--- src/rtl/odpc_pkg.sv ---
// Shared constants and helpers for the ODPC range-guard pipeline.
package odpc_pkg;

  localparam int CLAMP_BOUND = 0;
  localparam int CLAMP_ZERO  = 1;

  function automatic int code_w(input int data_w);
    return $clog2(data_w) + 1;
  endfunction

  // Counts set bits of a vector of up to 32 channels.
  function automatic int popcount(input logic [31:0] v);
    int n;
    n = 0;
    for (int i = 0; i < 32; i++) n += int'(v[i]);
    return n;
  endfunction

endpackage

--- src/rtl/odpc_msb_diff_encoder.sv ---
// Encodes a difference vector as {found, index of most significant set bit}.
module odpc_msb_diff_encoder #(
  parameter int DATA_W = 8,
  parameter int CODE_W = $clog2(DATA_W) + 1
) (
  input  logic [DATA_W-1:0] d_i,
  output logic [CODE_W-1:0] code_o
);

  localparam int IDX_W = CODE_W - 1;

  logic [IDX_W-1:0] idx;

  // Ascending scan: the last hit is the most significant set bit.
  always_comb begin
    idx = '0;
    for (int i = 0; i < DATA_W; i++) begin
      if (d_i[i]) idx = IDX_W'(i);
    end
  end

  assign code_o = {|d_i, idx};

endmodule

--- src/rtl/odpc_range_guard_pipe.sv ---
// Two-stage multi-channel range guard with valid/ready flow control.
// Optional per-channel even-parity checking is enabled with ODPC_PARITY_EN.
module odpc_range_guard_pipe
  import odpc_pkg::*;
#(
  parameter int DATA_W     = 8,
  parameter int NUM_CH     = 4,
  parameter int CODE_W     = code_w(DATA_W),
  parameter int CNT_W      = 16,
  parameter int CLAMP_MODE = CLAMP_BOUND
) (
  input  logic                     clk,
  input  logic                     rst_n,
  input  logic                     in_valid,
  output logic                     in_ready,
  input  logic [NUM_CH*DATA_W-1:0] in_x,
  input  logic [DATA_W-1:0]        in_min,
  input  logic [DATA_W-1:0]        in_max,
  output logic                     out_valid,
  input  logic                     out_ready,
  output logic [NUM_CH*DATA_W-1:0] out_x,
  output logic [NUM_CH*CODE_W-1:0] out_code_max,
  output logic [NUM_CH*CODE_W-1:0] out_code_min,
  output logic [NUM_CH-1:0]        out_hi,
  output logic [NUM_CH-1:0]        out_lo,
  output logic                     out_bound_err,
`ifdef ODPC_PARITY_EN
  input  logic [NUM_CH-1:0]        in_par,
  output logic [NUM_CH-1:0]        out_par_err,
`endif
  input  logic                     cnt_clr,
  output logic [CNT_W-1:0]         oor_count
);

  logic s1_adv, s2_adv;

  logic                     s1_valid_q;
  logic [NUM_CH*DATA_W-1:0] s1_x_q, s1_dmax_q, s1_dmin_q;
  logic [NUM_CH*DATA_W-1:0] s1_dmax_d, s1_dmin_d;
  logic [DATA_W-1:0]        s1_min_q, s1_max_q;
  logic [NUM_CH-1:0]        s1_gt_q, s1_lt_q, s1_gt_d, s1_lt_d;
  logic                     s1_berr_q;
  logic [NUM_CH-1:0]        s1_perr;

  logic                     out_valid_q;
  logic [NUM_CH*DATA_W-1:0] out_x_q, out_x_d;
  logic [NUM_CH*CODE_W-1:0] out_code_max_q, out_code_max_d;
  logic [NUM_CH*CODE_W-1:0] out_code_min_q, out_code_min_d;
  logic [NUM_CH-1:0]        out_hi_q, out_hi_d, out_lo_q, out_lo_d;
  logic                     out_bound_err_q;
  logic [CNT_W-1:0]         oor_count_q;
  logic [CNT_W:0]           cnt_sum;

  // No skid buffer: upstream sees the S1 advance condition directly.
  assign s2_adv   = !out_valid_q || out_ready;
  assign s1_adv   = !s1_valid_q || s2_adv;
  assign in_ready = s1_adv;

  generate
    for (genvar gi = 0; gi < NUM_CH; gi++) begin : g_s1
      logic [DATA_W-1:0] x_ch;
      assign x_ch = in_x[gi*DATA_W +: DATA_W];
      assign s1_dmax_d[gi*DATA_W +: DATA_W] = x_ch ^ in_max;
      assign s1_dmin_d[gi*DATA_W +: DATA_W] = x_ch ^ in_min;
      assign s1_gt_d[gi] = x_ch > in_max;
      assign s1_lt_d[gi] = x_ch < in_min;
    end
  endgenerate

  always_ff @(posedge clk or negedge rst_n) begin
    if (!rst_n) begin
      s1_valid_q <= 1'b0;
      s1_x_q     <= '0;
      s1_dmax_q  <= '0;
      s1_dmin_q  <= '0;
      s1_min_q   <= '0;
      s1_max_q   <= '0;
      s1_gt_q    <= '0;
      s1_lt_q    <= '0;
      s1_berr_q  <= 1'b0;
    end else if (s1_adv) begin
      s1_valid_q <= in_valid;
      if (in_valid) begin
        s1_x_q    <= in_x;
        s1_dmax_q <= s1_dmax_d;
        s1_dmin_q <= s1_dmin_d;
        s1_min_q  <= in_min;
        s1_max_q  <= in_max;
        s1_gt_q   <= s1_gt_d;
        s1_lt_q   <= s1_lt_d;
        s1_berr_q <= in_min > in_max;
      end
    end
  end

`ifdef ODPC_PARITY_EN
  logic [NUM_CH-1:0] s1_perr_q, s1_perr_d, out_par_err_q;

  generate
    for (genvar gi = 0; gi < NUM_CH; gi++) begin : g_par
      assign s1_perr_d[gi] = (^in_x[gi*DATA_W +: DATA_W]) ^ in_par[gi];
    end
  endgenerate

  always_ff @(posedge clk or negedge rst_n) begin
    if (!rst_n) begin
      s1_perr_q     <= '0;
      out_par_err_q <= '0;
    end else begin
      if (s1_adv && in_valid) s1_perr_q <= s1_perr_d;
      if (s2_adv && s1_valid_q) out_par_err_q <= s1_perr_q;
    end
  end

  assign s1_perr     = s1_perr_q;
  assign out_par_err = out_par_err_q;
`else
  assign s1_perr = '0;
`endif

  generate
    for (genvar gi = 0; gi < NUM_CH; gi++) begin : g_s2
      logic [DATA_W-1:0] x_ch, hi_val, lo_val;
      logic [CODE_W-1:0] cmax, cmin;
      logic              pe, hi, lo;

      assign x_ch   = s1_x_q[gi*DATA_W +: DATA_W];
      assign pe     = s1_perr[gi];
      // An inverted bound window suppresses both flags and leaves data untouched.
      assign hi     = s1_gt_q[gi] & ~s1_berr_q & ~pe;
      assign lo     = s1_lt_q[gi] & ~s1_berr_q & ~pe;
      assign hi_val = (CLAMP_MODE == CLAMP_ZERO) ? '0 : s1_max_q;
      assign lo_val = (CLAMP_MODE == CLAMP_ZERO) ? '0 : s1_min_q;

      odpc_msb_diff_encoder #(.DATA_W(DATA_W), .CODE_W(CODE_W)) u_enc_max (
        .d_i    (s1_dmax_q[gi*DATA_W +: DATA_W]),
        .code_o (cmax)
      );
      odpc_msb_diff_encoder #(.DATA_W(DATA_W), .CODE_W(CODE_W)) u_enc_min (
        .d_i    (s1_dmin_q[gi*DATA_W +: DATA_W]),
        .code_o (cmin)
      );

      assign out_x_d[gi*DATA_W +: DATA_W] = pe ? '0 : hi ? hi_val : lo ? lo_val : x_ch;
      assign out_code_max_d[gi*CODE_W +: CODE_W] = pe ? '0 : cmax;
      assign out_code_min_d[gi*CODE_W +: CODE_W] = pe ? '0 : cmin;
      assign out_hi_d[gi] = hi;
      assign out_lo_d[gi] = lo;
    end
  endgenerate

  always_ff @(posedge clk or negedge rst_n) begin
    if (!rst_n) begin
      out_valid_q     <= 1'b0;
      out_x_q         <= '0;
      out_code_max_q  <= '0;
      out_code_min_q  <= '0;
      out_hi_q        <= '0;
      out_lo_q        <= '0;
      out_bound_err_q <= 1'b0;
    end else if (s2_adv) begin
      out_valid_q <= s1_valid_q;
      if (s1_valid_q) begin
        out_x_q         <= out_x_d;
        out_code_max_q  <= out_code_max_d;
        out_code_min_q  <= out_code_min_d;
        out_hi_q        <= out_hi_d;
        out_lo_q        <= out_lo_d;
        out_bound_err_q <= s1_berr_q;
      end
    end
  end

  assign cnt_sum = {1'b0, oor_count_q}
                 + (CNT_W+1)'(popcount(32'(out_hi_q | out_lo_q)));

  always_ff @(posedge clk or negedge rst_n) begin
    if (!rst_n) begin
      oor_count_q <= '0;
    end else if (cnt_clr) begin
      oor_count_q <= '0;
    end else if (out_valid_q && out_ready) begin
      oor_count_q <= cnt_sum[CNT_W] ? '1 : cnt_sum[CNT_W-1:0];
    end
  end

  assign out_valid     = out_valid_q;
  assign out_x         = out_x_q;
  assign out_code_max  = out_code_max_q;
  assign out_code_min  = out_code_min_q;
  assign out_hi        = out_hi_q;
  assign out_lo        = out_lo_q;
  assign out_bound_err = out_bound_err_q;
  assign oor_count     = oor_count_q;

endmodule

--- config.mk ---
export PLATFORM = sky130hd
export DESIGN_NAME = odpc_range_guard_pipe
export DESIGN_NICKNAME = d
export VERILOG_FILES = /design/src/rtl/odpc_pkg.sv /design/src/rtl/odpc_msb_diff_encoder.sv /design/src/rtl/odpc_range_guard_pipe.sv
export SDC_FILE = /design/constraint.sdc
export NUM_CORES = 1
export LEC_CHECK = 0
export BUFFER_PORTS_ARGS = -buffer_cell sky130_fd_sc_hd__buf_2
export CORE_UTILIZATION = 55
export CTS_BUF_LIST = sky130_fd_sc_hd__clkbuf_4
export DETAILED_ROUTE_END_ITERATION = 12
export HOLD_SLACK_MARGIN = 0.15
export PLACE_DENSITY = 0.77
export SYNTH_ARGS = -nofsm -noshare
export SYNTH_HDL_FRONTEND = slang
export SYNTH_HIERARCHICAL = 1
export SYNTH_SLANG_ARGS = --single-unit
--- constraint.sdc ---
create_clock -name clk -period 7.3 [get_ports clk]
set_clock_uncertainty 0.2 [all_clocks]
set_input_delay 0 -clock clk [delete_from_list [all_inputs] [get_ports clk]]
set_output_delay 0 -clock clk [all_outputs]
set_load 0.01 [all_outputs]
==> run metrics <==
Synth top area share ~49%; Reg clk slew, reported paths roughly 0.06 ns; CORE AREA about 19000 um^2; drt pass-1 iters 6; vias 9897; dominant synthesized flop cell dfrtp_1; Area Overhead vs Synth 25.8%; Reg2Reg Depth 11; Hold Path End s1_berr_q; R2R Path Start out_lo[2]; Hold Crit Depth 5; WHS between 0.15 and 0.2 ns; mapped cell area between 10000 and 15000 um^2; min cycle time layout ~3.4 ns; share of synthesized flip-flops with an asynchronous set or reset 100%; TritonCTS clock tree yes; post-synthesis sequential area ratio approximately 50%; global-route wire length before repair roughly 51 mm; Pwr Density around 260 nW/um^2; Crit path buffers/inverters 2; Util after Layout 71.4%; min-delay src in_min[6]; Num CTS Buffers 54; layout cells sized above 1 between 20% and 30%; clk buf depth 3; FF/Latch Area ~5300 um^2; CTS root buffer clkbuf_4; worst-path cell chain nor2_1, fa_1, fa_1, inv_1, fa_1, nand3_1, nor2_8, nand4_1, mux2i_1, nor2_1, dlygate4sd3_1; Multi-input gate area between 5000 and 6000 um^2; crit path capture type flip-flop; fin cells ~1700; Total GRT Usage roughly 33%; fillers 1386; Setup Buffers After CTS 0; IO Count around 140; CP max FO 10; Setup crit start kind flip-flop; CP Data Arrival Time 3.76 ns; Max H-tree Level 2; Congestion Overflow GR 0; Iter 0 DRT Violations ~1100; dpl cells about 1500; Pwr Total 0.00348 W; Post-DRT Antenna Nets 0; Final nets 1547; final WL approximately 32 mm; synthesized flop and latch total between 200 and 250; initial core utilization around 57%; CP Depth 11; Die Span Y between 100 and 150 um; die area 20100 um^2; CP dominant cell by count fa_1; via count of the first global-routing pass about 9500; Crit Reg-Reg Endpoint oor_count[14]; worst hold path class in -> reg; PortBufs 143; Top Family by Delay on Critical Path adder cells; Hold Vio Cnt, Final 0; DP HPWL 20.1 mm; slowest CP cell dlygate4sd3_1; final setup vio count 0; Syn Inst Count 1145; initial antenna violation count 1; commonest cells in the netlist 233 x nand2_1, 212 x dfrtp_1, 136 x o21ai_0, 95 x nor2_1, 73 x ha_1; VDD IR-drop max between 0.15 and 0.2 mV; Fmax between 200 and 300 MHz; top post-synthesis cells by area dfrtp_1 49%, ha_1 8.5%, nand2_1 8.1%; Post-synth EDFFs 0; setup slack, reg-to-reg roughly 4 ns; final worst-path cycle share a little under half; Synth area leader dfrtp_1; max_slew headroom 25.1%; vias per std cell roughly 5.8; clock sinks 212; Residual DRC 0; Worst Setup Path Type reg -> reg; Row Count 50; Req. time, crit path 7.64 ns; actual slew at the worst max-slew pin 1.12 ns; max cap viols 0; unrepaired setup endpoints after global routing no; synth warn 6; largest net degree at the start of global routing 134; top-count cell post-synth nand2_1; status completed; DIE WIDTH around 140 um; Unique masters post-synth between 40 and 50; routability cong. 0.917; TNS Setup 0 ns; Slew Limit Fails 0; clock latency on the worst-skew pair roughly 0.68 ns; detailed-route wire length per cell approximately 19 um; Syn Area/Cell approximately 9.4 um^2; Leak 6.38 nW; crit-path max cell delay ~0.57 ns; Synth Net Count 1274
power by group:
group	total, W	leakage (nW)	switching (W)	internal, W
logic	0.000934	3.45	0.000534	0.000400
clock network	0.000958	0.375	0.000496	0.000462
registers	0.00159	2.56	0.000199	0.00139
total	0.00348	6.38	0.00123	0.00226
registers in the layout, indices dropped and copies added, names as in the netlist, 8 cells and up:
register	flops
out_x	32
s1_dmax_q	32
s1_dmin_q	32
g_s2.hi_val	8
oor_count	16
s1_x_q	32
g_s2.lo_val	8
out_code_min	16
out_code_max	16
cells by family (layout without fill, tap and decap cells):
logic type	Yosys count	after routing	share of synthesized area [%]
AOI/OAI and AO/OA	301	301	16.9
adders and majority gates	76	76	9.05
buffers and inverters	97	406	3.58
DFF	212	212	49.3
muxes	36	36	3.76
other	0	1	0
and+or+nand+nor	423	423	17.3
routing by layer:
| layer | track usage, % | up-vias | wire [um] |
|---|---|---|---|
| li1 | - | 4564 | - |
| met1 | 42.9 | 4640 | 13100 |
| met2 | 52.0 | 555 | 14600 |
| met3 | 7.53 | 138 | 2790 |
| met4 | 17.7 | 0 | 1660 |
| met5 | 0 | - | 0 |
stage by stage:
step           area (um^2)  worst slack (ns)
2_1_floorplan        10800              4.40
3_3_place_gp         11600              4.30
3_5_place_dp         11600              4.20
4_1_cts              13500              3.89
5_1_grt              13500              3.64
6_report             13500              3.89
tightest hold or removal path, cell delays in order:
cell and delay (ns):
dlygate4sd3_1 0.52, buf_2 0.13, ha_1 0.14, a2111oi_0 0.09, o21ai_0 0.15
how the worst max path moves through the flow:
stage / start / end / slack [ns]
final: out_lo[2] / oor_count[14] / 3.89
after global routing: out_lo[0] / oor_count[14] / 3.64
after CTS: out_lo[0] / oor_count[14] / 3.89
after detailed placement: out_lo[2] / oor_count[8] / 4.20
after global placement: out_lo[0] / oor_count[8] / 4.30
after floorplan: out_lo[0] / oor_count[3] / 4.40
timing repair:
item | in CTS | in global routing
resized for setup | 0 | 0
hold endpoints to repair | 375 | 0
hold buffers | 126 | 0
placed cells by master (no fill, tap or decap), types with 9 or more instances in the layout:
cell             n
nand2_1        231
dfrtp_1        212
buf_2          142
o21ai_0        136
dlygate4sd3_1  125
nor2_1          95
ha_1            73
clkbuf_4        73
a21oi_1         67
mux2_2          35
inv_1           31
a22oi_1         25
nor2b_1         24
nand4_1         17
clkinv_1        15
nand2b_1        14
inv_2            9
final cells by class:
cell class                 instances  share of cell area [%]
clock buffer                      73                    4.05
timing repair buffer             275                    15.1
inverter                          39                    1.08
tap                              260                    2.41
sequential                       212                    39.2
antenna                            1                  0.0185
clock inverter                    19                   0.555
multi-input combinational        836                    37.5
No activity file was read; power rests on OpenSTA's default activity.
